`src/rtl/led_frame_sequencer_if.sv`:
```
// Pixel-path bundle between the pixel FIFO, the frame sequencer and the serializer array.
//   fifo_data  : first-word-fall-through byte, valid while fifo_empty is low
//   fifo_empty : pixel FIFO empty
//   fifo_rd    : pop strobe, one byte per high cycle
//   ser_pixel  : pixel to load, {byte2, byte1, byte0}; byte2 shifts out first
//   ser_load   : one-hot, one-cycle load strobe per string
//   ser_ready  : serializer s can accept a pixel
//   ser_idle   : serializer s has finished shifting and its line is low
// master = sequencer side, slave = FIFO/serializer side.
interface led_frame_sequencer_if #(
    parameter int unsigned N_STRINGS = 5
);
    logic [7:0]           fifo_data;
    logic                 fifo_empty;
    logic                 fifo_rd;
    logic [23:0]          ser_pixel;
    logic [N_STRINGS-1:0] ser_load;
    logic [N_STRINGS-1:0] ser_ready;
    logic [N_STRINGS-1:0] ser_idle;

    modport master (
        input  fifo_data, fifo_empty, ser_ready, ser_idle,
        output fifo_rd, ser_pixel, ser_load
    );

    modport slave (
        output fifo_data, fifo_empty, ser_ready, ser_idle,
        input  fifo_rd, ser_pixel, ser_load
    );
endinterface

```
`src/rtl/led_frame_sequencer.sv`:
```
// Steers 3-byte pixels from the pixel FIFO to the per-string WS2812B serializers in
// pixel-major order, then enforces the latch gap after each frame or software hblank.
// Ports:
//   clk, rst    : system clock, synchronous active-high reset
//   bus         : FIFO read side and serializer load side (master modport)
//   hblank_req  : single-cycle software hblank request
//   busy        : high whenever the sequencer is not idle
//   frame_done  : one-cycle pulse at the end of each latch gap
//   frame_count : completed latches, wrapping
//   underrun    : sticky, FIFO ran dry while a string had already gone idle mid-frame
module led_frame_sequencer #(
    parameter int unsigned N_STRINGS         = 5,
    parameter int unsigned N_LEDS_PER_STRING = 8,
    parameter int unsigned LATCH_CYCLES      = 6000
) (
    input  logic                         clk,
    input  logic                         rst,
    led_frame_sequencer_if.master        bus,
    input  logic                         hblank_req,
    output logic                         busy,
    output logic                         frame_done,
    output logic [15:0]                  frame_count,
    output logic                         underrun
);
    localparam int unsigned STR_W = (N_STRINGS > 1) ? $clog2(N_STRINGS) : 1;
    localparam int unsigned PIX_W = (N_LEDS_PER_STRING > 1) ? $clog2(N_LEDS_PER_STRING) : 1;
    localparam int unsigned LAT_W = $clog2(LATCH_CYCLES);

    localparam logic [STR_W-1:0] STR_LAST = STR_W'(N_STRINGS - 1);
    localparam logic [PIX_W-1:0] PIX_LAST = PIX_W'(N_LEDS_PER_STRING - 1);
    localparam logic [LAT_W-1:0] LAT_LAST = LAT_W'(LATCH_CYCLES - 1);

    typedef enum logic [2:0] {
        StIdle, StGather, StWaitRdy, StLoad, StDrain, StLatch
    } state_e;

    state_e             state_q, state_d;
    logic [1:0]         byte_idx_q, byte_idx_d;
    logic [STR_W-1:0]   str_idx_q, str_idx_d;
    logic [PIX_W-1:0]   pix_idx_q, pix_idx_d;
    logic [LAT_W-1:0]   latch_cnt_q, latch_cnt_d;
    logic [23:0]        pixel_q, pixel_d;
    logic [15:0]        frame_count_q, frame_count_d;
    logic               underrun_q, underrun_d;

    logic                 fifo_rd;
    logic [N_STRINGS-1:0] load_vec;
    logic                 frame_in_prog;

    assign frame_in_prog = (pix_idx_q != '0) || (str_idx_q != '0) || (byte_idx_q != '0);

    always_comb begin
        state_d       = state_q;
        byte_idx_d    = byte_idx_q;
        str_idx_d     = str_idx_q;
        pix_idx_d     = pix_idx_q;
        latch_cnt_d   = latch_cnt_q;
        pixel_d       = pixel_q;
        frame_count_d = frame_count_q;
        underrun_d    = underrun_q;
        fifo_rd       = 1'b0;
        load_vec      = '0;
        frame_done    = 1'b0;

        unique case (state_q)
            StIdle: begin
                if (hblank_req) begin
                    state_d = StDrain;
                end else if (!bus.fifo_empty) begin
                    state_d = StGather;
                end
            end
            StGather: begin
                // Starved mid-frame while the current string has already run out of bits.
                if (frame_in_prog && bus.fifo_empty && bus.ser_idle[str_idx_q]) begin
                    underrun_d = 1'b1;
                end
                if (hblank_req) begin
                    // Partial pixel is abandoned; its popped bytes are gone.
                    byte_idx_d = '0;
                    state_d    = StDrain;
                end else if (!bus.fifo_empty) begin
                    fifo_rd = 1'b1;
                    case (byte_idx_q)
                        2'd0:    pixel_d[7:0]   = bus.fifo_data;
                        2'd1:    pixel_d[15:8]  = bus.fifo_data;
                        default: pixel_d[23:16] = bus.fifo_data;
                    endcase
                    if (byte_idx_q == 2'd2) begin
                        byte_idx_d = '0;
                        state_d    = StWaitRdy;
                    end else begin
                        byte_idx_d = byte_idx_q + 2'd1;
                    end
                end
            end
            StWaitRdy: begin
                if (hblank_req) begin
                    state_d = StDrain;
                end else if (bus.ser_ready[str_idx_q]) begin
                    state_d = StLoad;
                end
            end
            StLoad: begin
                load_vec[str_idx_q] = 1'b1;
                if (str_idx_q == STR_LAST) begin
                    str_idx_d = '0;
                    pix_idx_d = (pix_idx_q == PIX_LAST) ? '0 : pix_idx_q + PIX_W'(1);
                end else begin
                    str_idx_d = str_idx_q + STR_W'(1);
                end
                // An hblank arriving during the load lets this load finish first.
                if (((str_idx_q == STR_LAST) && (pix_idx_q == PIX_LAST)) || hblank_req) begin
                    state_d = StDrain;
                end else begin
                    state_d = StGather;
                end
            end
            StDrain: begin
                if (&bus.ser_idle) begin
                    latch_cnt_d = '0;
                    state_d     = StLatch;
                end
            end
            StLatch: begin
                if (latch_cnt_q == LAT_LAST) begin
                    frame_done    = 1'b1;
                    frame_count_d = frame_count_q + 16'd1;
                    byte_idx_d    = '0;
                    str_idx_d     = '0;
                    pix_idx_d     = '0;
                    latch_cnt_d   = '0;
                    state_d       = StIdle;
                end else begin
                    latch_cnt_d = latch_cnt_q + LAT_W'(1);
                end
            end
            default: state_d = StIdle;
        endcase
    end

    always_ff @(posedge clk) begin
        if (rst) begin
            state_q       <= StIdle;
            byte_idx_q    <= '0;
            str_idx_q     <= '0;
            pix_idx_q     <= '0;
            latch_cnt_q   <= '0;
            pixel_q       <= '0;
            frame_count_q <= '0;
            underrun_q    <= 1'b0;
        end else begin
            state_q       <= state_d;
            byte_idx_q    <= byte_idx_d;
            str_idx_q     <= str_idx_d;
            pix_idx_q     <= pix_idx_d;
            latch_cnt_q   <= latch_cnt_d;
            pixel_q       <= pixel_d;
            frame_count_q <= frame_count_d;
            underrun_q    <= underrun_d;
        end
    end

    assign bus.fifo_rd   = fifo_rd;
    assign bus.ser_load  = load_vec;
    assign bus.ser_pixel = pixel_q;
    assign busy          = (state_q != StIdle);
    assign frame_count   = frame_count_q;
    assign underrun      = underrun_q;
endmodule

```
`src/flat_wrapper.sv`:
```
// flat-port wrapper written by rule: the top's interface ports become plain ports
module led_frame_sequencer_flat 
#(
    parameter int unsigned N_STRINGS         = 5,
    parameter int unsigned N_LEDS_PER_STRING = 8,
    parameter int unsigned LATCH_CYCLES      = 6000
)
  (clk, rst, hblank_req, busy, frame_done, frame_count, underrun, bus_fifo_data, bus_fifo_empty, bus_ser_ready, bus_ser_idle, bus_fifo_rd, bus_ser_pixel, bus_ser_load);
  led_frame_sequencer_if #(.N_STRINGS(N_STRINGS)) bus_i ();
  input  logic clk;
  input  logic rst;
  input  logic hblank_req;
  output logic busy;
  output logic frame_done;
  output logic [15:0] frame_count;
  output logic underrun;
  input wire logic [$bits(bus_i.fifo_data)-1:0] bus_fifo_data;
  input wire logic [$bits(bus_i.fifo_empty)-1:0] bus_fifo_empty;
  input wire logic [$bits(bus_i.ser_ready)-1:0] bus_ser_ready;
  input wire logic [$bits(bus_i.ser_idle)-1:0] bus_ser_idle;
  output wire logic [$bits(bus_i.fifo_rd)-1:0] bus_fifo_rd;
  output wire logic [$bits(bus_i.ser_pixel)-1:0] bus_ser_pixel;
  output wire logic [$bits(bus_i.ser_load)-1:0] bus_ser_load;
  assign bus_i.fifo_data = bus_fifo_data;
  assign bus_i.fifo_empty = bus_fifo_empty;
  assign bus_i.ser_ready = bus_ser_ready;
  assign bus_i.ser_idle = bus_ser_idle;
  assign bus_fifo_rd = bus_i.fifo_rd;
  assign bus_ser_pixel = bus_i.ser_pixel;
  assign bus_ser_load = bus_i.ser_load;
  led_frame_sequencer #(.N_STRINGS(N_STRINGS), .N_LEDS_PER_STRING(N_LEDS_PER_STRING), .LATCH_CYCLES(LATCH_CYCLES)) u_core (.clk(clk), .rst(rst), .bus(bus_i), .hblank_req(hblank_req), .busy(busy), .frame_done(frame_done), .frame_count(frame_count), .underrun(underrun));
endmodule
```
`config.mk`:
```
export PLATFORM = sky130hd
export DESIGN_NAME = led_frame_sequencer_flat
export DESIGN_NICKNAME = d
export VERILOG_FILES = /design/src/rtl/led_frame_sequencer_if.sv /design/src/rtl/led_frame_sequencer.sv /design/src/flat_wrapper.sv
export SDC_FILE = /design/constraint.sdc
export NUM_CORES = 1
export LEC_CHECK = 0
export CORE_MARGIN = 4
export CORE_UTILIZATION = 50
export DETAILED_ROUTE_END_ITERATION = 16
export PLACE_DENSITY = 0.79
export RECOVER_POWER = 25
export SYNTH_ARGS = -nofsm -noshare
export SYNTH_HDL_FRONTEND = slang
export SYNTH_SLANG_ARGS = --single-unit
export TNS_END_PERCENT = 50
```
`constraint.sdc`:
```
create_clock -name clk -period 2.2 [get_ports clk]
set_input_delay 0.22 -clock clk [delete_from_list [all_inputs] [get_ports clk]]
set_output_delay 0.22 -clock clk [all_outputs]
set_load 0.03 [all_outputs]
```
Word level (Yosys, flattened, before mapping). Index checks and enable logic that the tools add are counted.

Bits of input ports: 22. Logic and storage cells: 101. Register bits after elaboration: 65.

$lt $le $gt $ge: 2. Bitwise operators: 3. Mux-type cells: 36. Add/sub/neg operators: 5. Equal/unequal tests: 17. Reduce and logical (&&, ||, !) cells: 28.

Operator list (count): $mux 3 (13); $mux 13 (2); $pmux 13 s2 (1); $pmux 3 s6 (1); $add 16x1->16 const B (1); $add 13x1->13 const B (1); $eq 13x13->1 const B (1); $eq 3x3->1 const B (4); $pmux 3 s2 (2); $reduce_and 4->1 (3); $reduce_bool 3->1 (3); $mux 1 (8); $mux 2 (4); $reduce_and 2->1 (4); $reduce_bool 2->1 (4); $add 3x1->3 const B (2); $bmux 1 s3 (2); $eq 3x2->1 const B (2); $ne 2x1->1 const B (3); $ne 3x2->1 const B (2); $ne 3x3->1 const B (2); $reduce_and 3->1 (2); $reduce_and 6->1 (1); $mux 5 (1); 15 further kinds (22).

Depth between registers and ports, before layout. Gate-level depths: netlist of run 1.

Depth in word-level cells: 6. Gate-level depth with buffers: 8.

Worst setup path after synthesis of run 1. Ideal clock, no wire load.

Kind: reg2out. Start: reg u_core.state_q[0]. End: out bus_ser_load[0]. Data arrival time: 1.887 ns. Stages on the path, launching flop included: 5. Data required time: 1.980 ns. Path slack: 0.093 ns. Buffers on the path: 2. Path through: dfxtp_1 > clkbuf_1 > nand3b_1 > clkbuf_1 > nor4_1.

Longest elaborated chain between the ends: 2.

RTL lines: start, declared (line led_frame_sequencer.sv:37) `state_e state_q, state_d;`; start signal, assigned (line led_frame_sequencer.sv:144) `state_q <= StIdle;`; start signal, assigned (line led_frame_sequencer.sv:153) `state_q <= state_d;`; $eq 3x2->1 (line led_frame_sequencer.sv:65) `unique case (state_q)`; $mux 5 (line led_frame_sequencer.sv:65); end, declared (line flat_wrapper.sv:23) `output wire logic [$bits(bus_i.ser_load)-1:0] bus_ser_load;`.

Every way passes these cells.

Worst setup path in the final report of run 1.
Start: reg u_core.latch_cnt_q[0]. End: out frame_done.

Longest elaborated chain between the ends: 3.

RTL lines: start, declared (line led_frame_sequencer.sv:41) `logic [LAT_W-1:0] latch_cnt_q, latch_cnt_d;`; start signal, assigned (line led_frame_sequencer.sv:157) `latch_cnt_q <= latch_cnt_d;`; $eq 13x13->1 (line led_frame_sequencer.sv:126) `if (latch_cnt_q == LAT_LAST) begin`; $mux 1 (line led_frame_sequencer.sv:126); $mux 1 (line led_frame_sequencer.sv:65); end, declared (line flat_wrapper.sv:14) `output logic frame_done;`.

Every way passes these cells.

==> results by group, run 1 <==
Run status
  – Status: completed

Route
  – Drt pass-1 iters: 5
  – 1st-iter DRT viols: 139
  – Vias per cell: 5.85
  – Total wire length: 8370 µm
  – DR WL met2: 3940 µm
  – DRC viols: 0
  – M1 WL: 3700 µm
  – WL/cell: 15.6 µm
  – Vias: 3147
  – Top layer in use: met4
  – ANT nets after route: 0
  – Metal3 WL: 632 µm

Die
  – Die Wd: 87.7 µm
  – Placement Rows: 28
  – Initial Utilization: 52.7%
  – Die height: 87.7 µm
  – CORE AREA: 6030 µm²
  – Die ar.: 7690 µm²
  – # IOs: 71

Global route
  – Vias in the first global route: 3091
  – First-pass GRT wire length: 13900 µm
  – Largest net degree at the start of global routing: 39
  – GRT Util Overall: 22.6%
  – Initial antenna violation count: 0
  – Remaining Overflow, GRT: 0

Timing
  – Clock skew: 0.00625 ns
  – # setup viols final: 0
  – Tcrit/Tclk final: 96.0%
  – Rel. slew slack: 50.9%
  – Final Critical Period: 2.11 ns
  – Setup WS post-layout: 0.0888 ns
  – Max-slew violations: 0
  – FMAX: 474 MHz
  – Hold Vio Cnt, Final: 0
  – Unrepaired setup endpoints after global routing: no
  – Measured slew at the worst slew-check pin: 0.737 ns

Synth
  – Post-synthesis cell count: 381
  – Number of synthesized flops with an enable pin: 0
  – Synthesized cell area: 3180 µm²
  – Post-synth top cells: 65 x dfxtp_1, 49 x nor2_1, 33 x nand2_1
  – Synth top area cells: dfxtp_1 41%, nor2_1 5.8%, mux2i_1 5.4%, a21oi_1 5.0%, nand2_1 3.9%
  – Largest area contributor in the netlist: dfxtp_1
  – Register area share after synthesis: 41.0%
  – Yosys top cell area share: 41.0%
  – Top FF cell, synth: dfxtp_1
  – Ys Warns: 0
  – Netlist cell types: 54
  – FFs w/ async S/R, synth: 0%
  – Most common cell in the synthesized netlist: dfxtp_1
  – FF+latch count, synth: 65
  – Net Count, Synth: 410
  – Average cell area after synthesis: 8.34 µm²

Clock tree
  – Clock transition at path regs: 0.07 ns
  – Hold_buf cts: 0
  – CTS max path bufs: 2
  – H-Tree Depth: 3
  – Clk_lat worst skew: 0.34 ns
  – Clock tree sinks: 65
  – Clk root buf: clkbuf_8
  – Total CTS buffers: 9
  – CTS tree: done

Final layout
  – Final instance area: 4310 µm²
  – Final Non-Filler Cells: 538
  – # nets final: 488
  – Share of cells above drive strength 1: 12.1%
  – Core Util, Final: 71.4%
  – Area Growth Syn to Fin: 35.5%
  – ANT cells: 0

Critical path
  – Crit-path max FO: 5
  – Startpoint types: flip-flop
  – WS Path Type: flip-flop to output port
  – Worst endpoint data arrival time: 1.89 ns
  – Crit. End Element: output port
  – Req. time, crit path: 1.98 ns

Run
  – Max-cap violations: 0

Placement
  – IO Port Bufs: 70
  – Dpl hpwl: 5820 µm
  – Placed cells: 521
  – Post-DP Area: 4010 µm²
  – Dpl ws: -0.154 ns
  – GP Congestion: 0.854

Pwr
  – Internal: 2.18 mW
  – Switch Pwr: 0.599 mW
  – Static leakage: 1.66 nW
  – Reg power frac: 43.4%
  – Pwr/cell area: 645 nW/µm²
  – Total Power: 2.78 mW
  – Clk network pwr share: 49.0%
  – Sw frac: 21.6%
  – Logic gate share of total power: 7.6%
  – Peak VDD IR: 0.495 mV

Min path
  – Hold Path Class: input pin to flip-flop
## repair_timing
action | 4_1_cts | 5_1_grt
setup buffers | 2 | 0
resized for setup | 8 | 4
gates cloned | 0 | 0
setup endpoints to repair | 12 | 4
## cell type report
class,count,area (µm²)
clock buffers,10,138
flip-flops and latches,65,1300
fillers,471,1720
inverters,9,33.8
repair buffers,89,827
well taps,75,93.8
clock inverters,5,128
multi-input cells,285,1780
## power by group through the flow
stage | registers, mW | clock network [mW] | logic, mW
after floorplan | 1.23 | 0 | 0.120
after global placement | 1.23 | 0 | 0.209
after detailed placement | 1.23 | 0 | 0.210
after CTS | 1.20 | 1.37 | 0.212
after global routing | 1.21 | 1.42 | 0.231
final | 1.21 | 1.36 | 0.212
## placed cells by master (no fill, tap or decap), drive strengths merged, types with 3 or more instances in the layout
master,instances
ha,7
a311oi,5
nor4,6
bufinv,4
nand2b,5
clkdlybuf4s50,34
and2,4
nand3b,6
nor3b,5
o21ai,15
or4,3
inv,9
xor2,7
dlygate4sd2,5
dfxtp,65
nand4,12
and3,5
nor2,50
nand3,21
nor3,10
a21oi,32
nand2,33
dlygate4sd3,28
a31oi,7
or3,6
clkbuf,10
and4,3
mux2i,17
buf,22
nor2b,4
## sequential cells by signal (all words and copies together), names as in the netlist
name                  cells
u_core.underrun           1
u_core.str_idx_q          3
u_core.latch_cnt_q       13
u_core.pix_idx_q          3
u_core.byte_idx_q         2
u_core.frame_count       16
u_core.bus.ser_pixel     24
u_core.state_q            3
## routing by layer
| layer | GRT usage (%) | up-vias |
|---|---|---|
| li1 | - | 1524 |
| met4 | 8.65 | 0 |
| met1 | 29.2 | 1500 |
| met2 | 35.8 | 113 |
| met5 | 0 | - |
| met3 | 6.30 | 10 |
## cell families after synthesis
kind of cell / share of synthesized area [%]
mux: 6.42
buf+inv: 3.78
fa+ha+maj: 2.76
xor+xnor: 2.48
compound gates: 13.9
simple gates: 29.7
flops: 41.0
## worst max-delay path, cell delays in order (launching register included)
cell and delay [ns]:
dfxtp_2 0.36, ha_2 0.22, nand3_2 0.13, nor4_2 0.24, buf_4 0.16, buf_4 0.13, and2_1 0.14, buf_4 0.16
## path summary, 6_finish.rpt
path | cells after the start | startpoint | slack [ns] | endpoint
worst min-delay path | 2 | rst | 0.43 | u_core.latch_cnt_q[1]
worst max-delay path | 7 | u_core.latch_cnt_q[0] | 0.09 | frame_done
worst max register to register | 9 | u_core.latch_cnt_q[0] | 0.16 | u_core.frame_count[15]
worst min register to register | 2 | u_core.bus.ser_pixel[23] | 0.47 | u_core.bus.ser_pixel[23]
## per-stage QoR
stage	setup TNS, ns	hold slack (ns)
6_report	0	0.425
4_1_cts	0	0.417
3_3_place_gp	0	0.442
3_5_place_dp	-0.327	0.453
5_1_grt	0	0.442
2_1_floorplan	0	0.364
Power figures use the tool's default switching activity.
==> run 2: changes to the inputs <==
CORE_UTILIZATION = 45   (was 50)
PLACE_DENSITY = 0.75   (was 0.79)
clock period = 1.7 ns   (was 2.2 ns; I/O delays follow)
==> run 2 against run 1 <==
The flow now finishes with violations (negative setup slack). Largest power group is now registers. Count of clock-buffer cells in the layout fell by 1. Combinational power is 99% higher. Sequential share of layout area is 4.5 points lower. Setup slack got worse by 0.34 ns. Highest routed layer unchanged. Power rose by 25%. Register-to-register slack lost 0.41 ns. Final cell count grew 15%.
==> results by group, run 2 (same netlist as run 1, synthesis figures left out) <==
Timing
  – Rel. slew slack: 66.5% (was 50.9%)
  – # setup viols final: 25 (was 0)
  – Measured slew at the worst slew-check pin: 0.502 ns (was 0.737 ns)
  – Tcrit/Tclk final: 115%
  – FMAX: 512 MHz
  – TNS Setup: -1.39 ns (was 0 ns)
  – Clock skew: 0.00933 ns (was 0.00625 ns)
  – Final Critical Period: 1.95 ns
  – Max-slew violations: 0 (unchanged)
  – Setup WS post-layout: -0.251 ns (was 0.0888 ns)
  – Unrepaired setup endpoints after global routing: yes (was no)
  – Hold Vio Cnt, Final: 0 (unchanged)

Route
  – Vias: 3461 (was 3147)
  – Vias per cell: 5.59 (was 5.85)
  – Drt pass-1 iters: 5 (unchanged)
  – 1st-iter DRT viols: 185 (was 139)
  – WL/cell: 16.3 µm (was 15.6 µm)
  – ANT nets after route: 0 (unchanged)
  – DRC viols: 0 (unchanged)
  – Total wire length: 10100 µm (was 8370 µm)

Final layout
  – Core Util, Final: 74.9% (was 71.4%)
  – # nets final: 547 (was 488)
  – ANT cells: 0 (unchanged)
  – Area Growth Syn to Fin: 61.0% (was 35.5%)
  – Share of cells above drive strength 1: 31.9% (was 12.1%)
  – Final instance area: 5120 µm² (was 4310 µm²)
  – Flip-flop count of the largest register after layout: 24 (unchanged)
  – Commonest non-fill, non-tap cell in the layout: buf_4 (was dfxtp_1)
  – Most frequent cells in the layout: 61 x buf_4, 54 x dfxtp_1, 46 x nor2_1, 45 x clkdlybuf4s50_1, 32 x nand2_1 (was 63 x dfxtp_1, 48 x nor2_1, 34 x clkdlybuf4s50_1, 33 x nand2_1, 32 x a21oi_1)
  – Fill count: 480 (was 471)

Critical path
  – Req. time, crit path: 1.99 ns (was 1.98 ns)
  – WS Path Type: flip-flop to flip-flop (was flip-flop to output port)
  – Worst endpoint data arrival time: 2.24 ns (was 1.89 ns)
  – Startpoint types: flip-flop (unchanged)
  – Crit-path max FO: 4 (was 5)
  – Crit. End Element: flip-flop (was output port)

Min path
  – Hold Path Class: input pin to flip-flop (unchanged)

Die
  – Initial Utilization: 46.5% (was 52.7%)
  – Die height: 92.0 µm (was 87.7 µm)
  – CORE AREA: 6830 µm² (was 6030 µm²)
  – Die ar.: 8470 µm² (was 7690 µm²)
  – Placement Rows: 30 (was 28)
  – Die Wd: 92.0 µm (was 87.7 µm)
  – # IOs: 71 (unchanged)

Pwr
  – Static leakage: 1.94 nW (was 1.66 nW)
  – Peak VDD IR: 0.609 mV (was 0.495 mV)
  – Pwr/cell area: 680 nW/µm² (was 645 nW/µm²)

Clock tree
  – Clk_lat worst skew: 0.35 ns (was 0.34 ns)
  – CTS max path bufs: 2 (unchanged)
  – Clock tree sinks: 65 (unchanged)
  – Total CTS buffers: 9 (unchanged)
  – Clock transition at path regs: 0.08 ns (was 0.07 ns)
  – H-Tree Depth: 3 (unchanged)
  – CTS tree: done (unchanged)
  – Clk root buf: clkbuf_8 (unchanged)

Placement
  – IO Port Bufs: 70 (unchanged)
  – GP Congestion: 0.922 (was 0.854)
  – Post-DP Area: 4430 µm² (was 4010 µm²)
  – Dpl hpwl: 6390 µm (was 5820 µm)
  – Dpl ws: -0.214 ns (was -0.154 ns)

Global route
  – Largest net degree at the start of global routing: 22 (was 39)
  – Remaining Overflow, GRT: 0 (unchanged)
  – Initial antenna violation count: 0 (unchanged)
  – First-pass GRT wire length: 15900 µm (was 13900 µm)
  – Vias in the first global route: 3317 (was 3091)
  – GRT Util Overall: 23.2% (was 22.6%)

Run status
  – Violated checks: negative setup slack
  – Status: complete, but fails checks (was completed)

Run
  – Max-cap violations: 0 (unchanged)
run 2: layer usage:
metal / routed length (µm) / GRT usage [%]
met3: 507 / 5.17
met4: 237 / 9.90
met5: 0 / 0
met1: 4320 / 29.1
met2: 4990 / 38.4
run 2: worst paths after layout:
path              depth (start not counted)  slack [ns]                       end                startpoint
setup reg to reg                          8       -0.25       u_core.pix_idx_q[0]     u_core.latch_cnt_q[0]
hold / removal                            2        0.24     u_core.latch_cnt_q[1]                       rst
setup / recovery                          8       -0.25       u_core.pix_idx_q[0]     u_core.latch_cnt_q[0]
hold reg to reg                           2        0.46  u_core.bus.ser_pixel[21]  u_core.bus.ser_pixel[21]
run 2: what timing repair did:
action | 4_1_cts | 5_1_grt
gates resized for setup | 35 | 61
gates cloned | 0 | 2
endpoints found under the setup margin | 58 | 60
setup buffers | 8 | 9
pin swaps | 11 | 19
hold buffers | 0 | 0
run 2: area by class of cell:
| class | count | area (µm²) | area share (%) |
|---|---|---|---|
| clock inverter | 7 | 101 | 1.98 |
| tap | 96 | 120 | 2.35 |
| multi-input combinational | 285 | 2090 | 40.8 |
| inverter | 9 | 37.5 | 0.734 |
| sequential | 65 | 1320 | 25.8 |
| timing repair buffer | 148 | 1330 | 26.0 |
| clock buffer | 9 | 124 | 2.42 |
run 2: where the power goes:
part	internal (mW)	switching, mW
logic	0.210	0.211
clock network	0.838	0.666
registers	1.54	0.0146
total	2.59	0.892
run 2: metrics by stage:
step | hold slack (ns) | total power [mW] | cells
detailed placement | 0.450 | 1.91 | 585
global placement | 0.442 | 1.91 | 585
finish | 0.244 | 3.48 | 619
floorplan | 0.314 | 1.75 | 381
global route | 0.261 | 3.59 | 619
CTS | 0.224 | 3.43 | 608
run 2: worst max-delay path, cell delays in order (launching register included):
cell and delay (ns):
dfxtp_2 0.36, ha_4 0.15, nand3_4 0.10, nor4_4 0.26
buf_4 0.18, buf_6 0.12, a21oi_4 0.05, or4_4 0.49
a21oi_2 0.17
==> run 3: changes to the inputs <==
CTS_CLUSTER_DIAMETER = 80   (was default)
SLEW_MARGIN = 20   (was default)
==> results of run 3 <==
No change in the layout: final DEF, timing and power equal those of run 2.
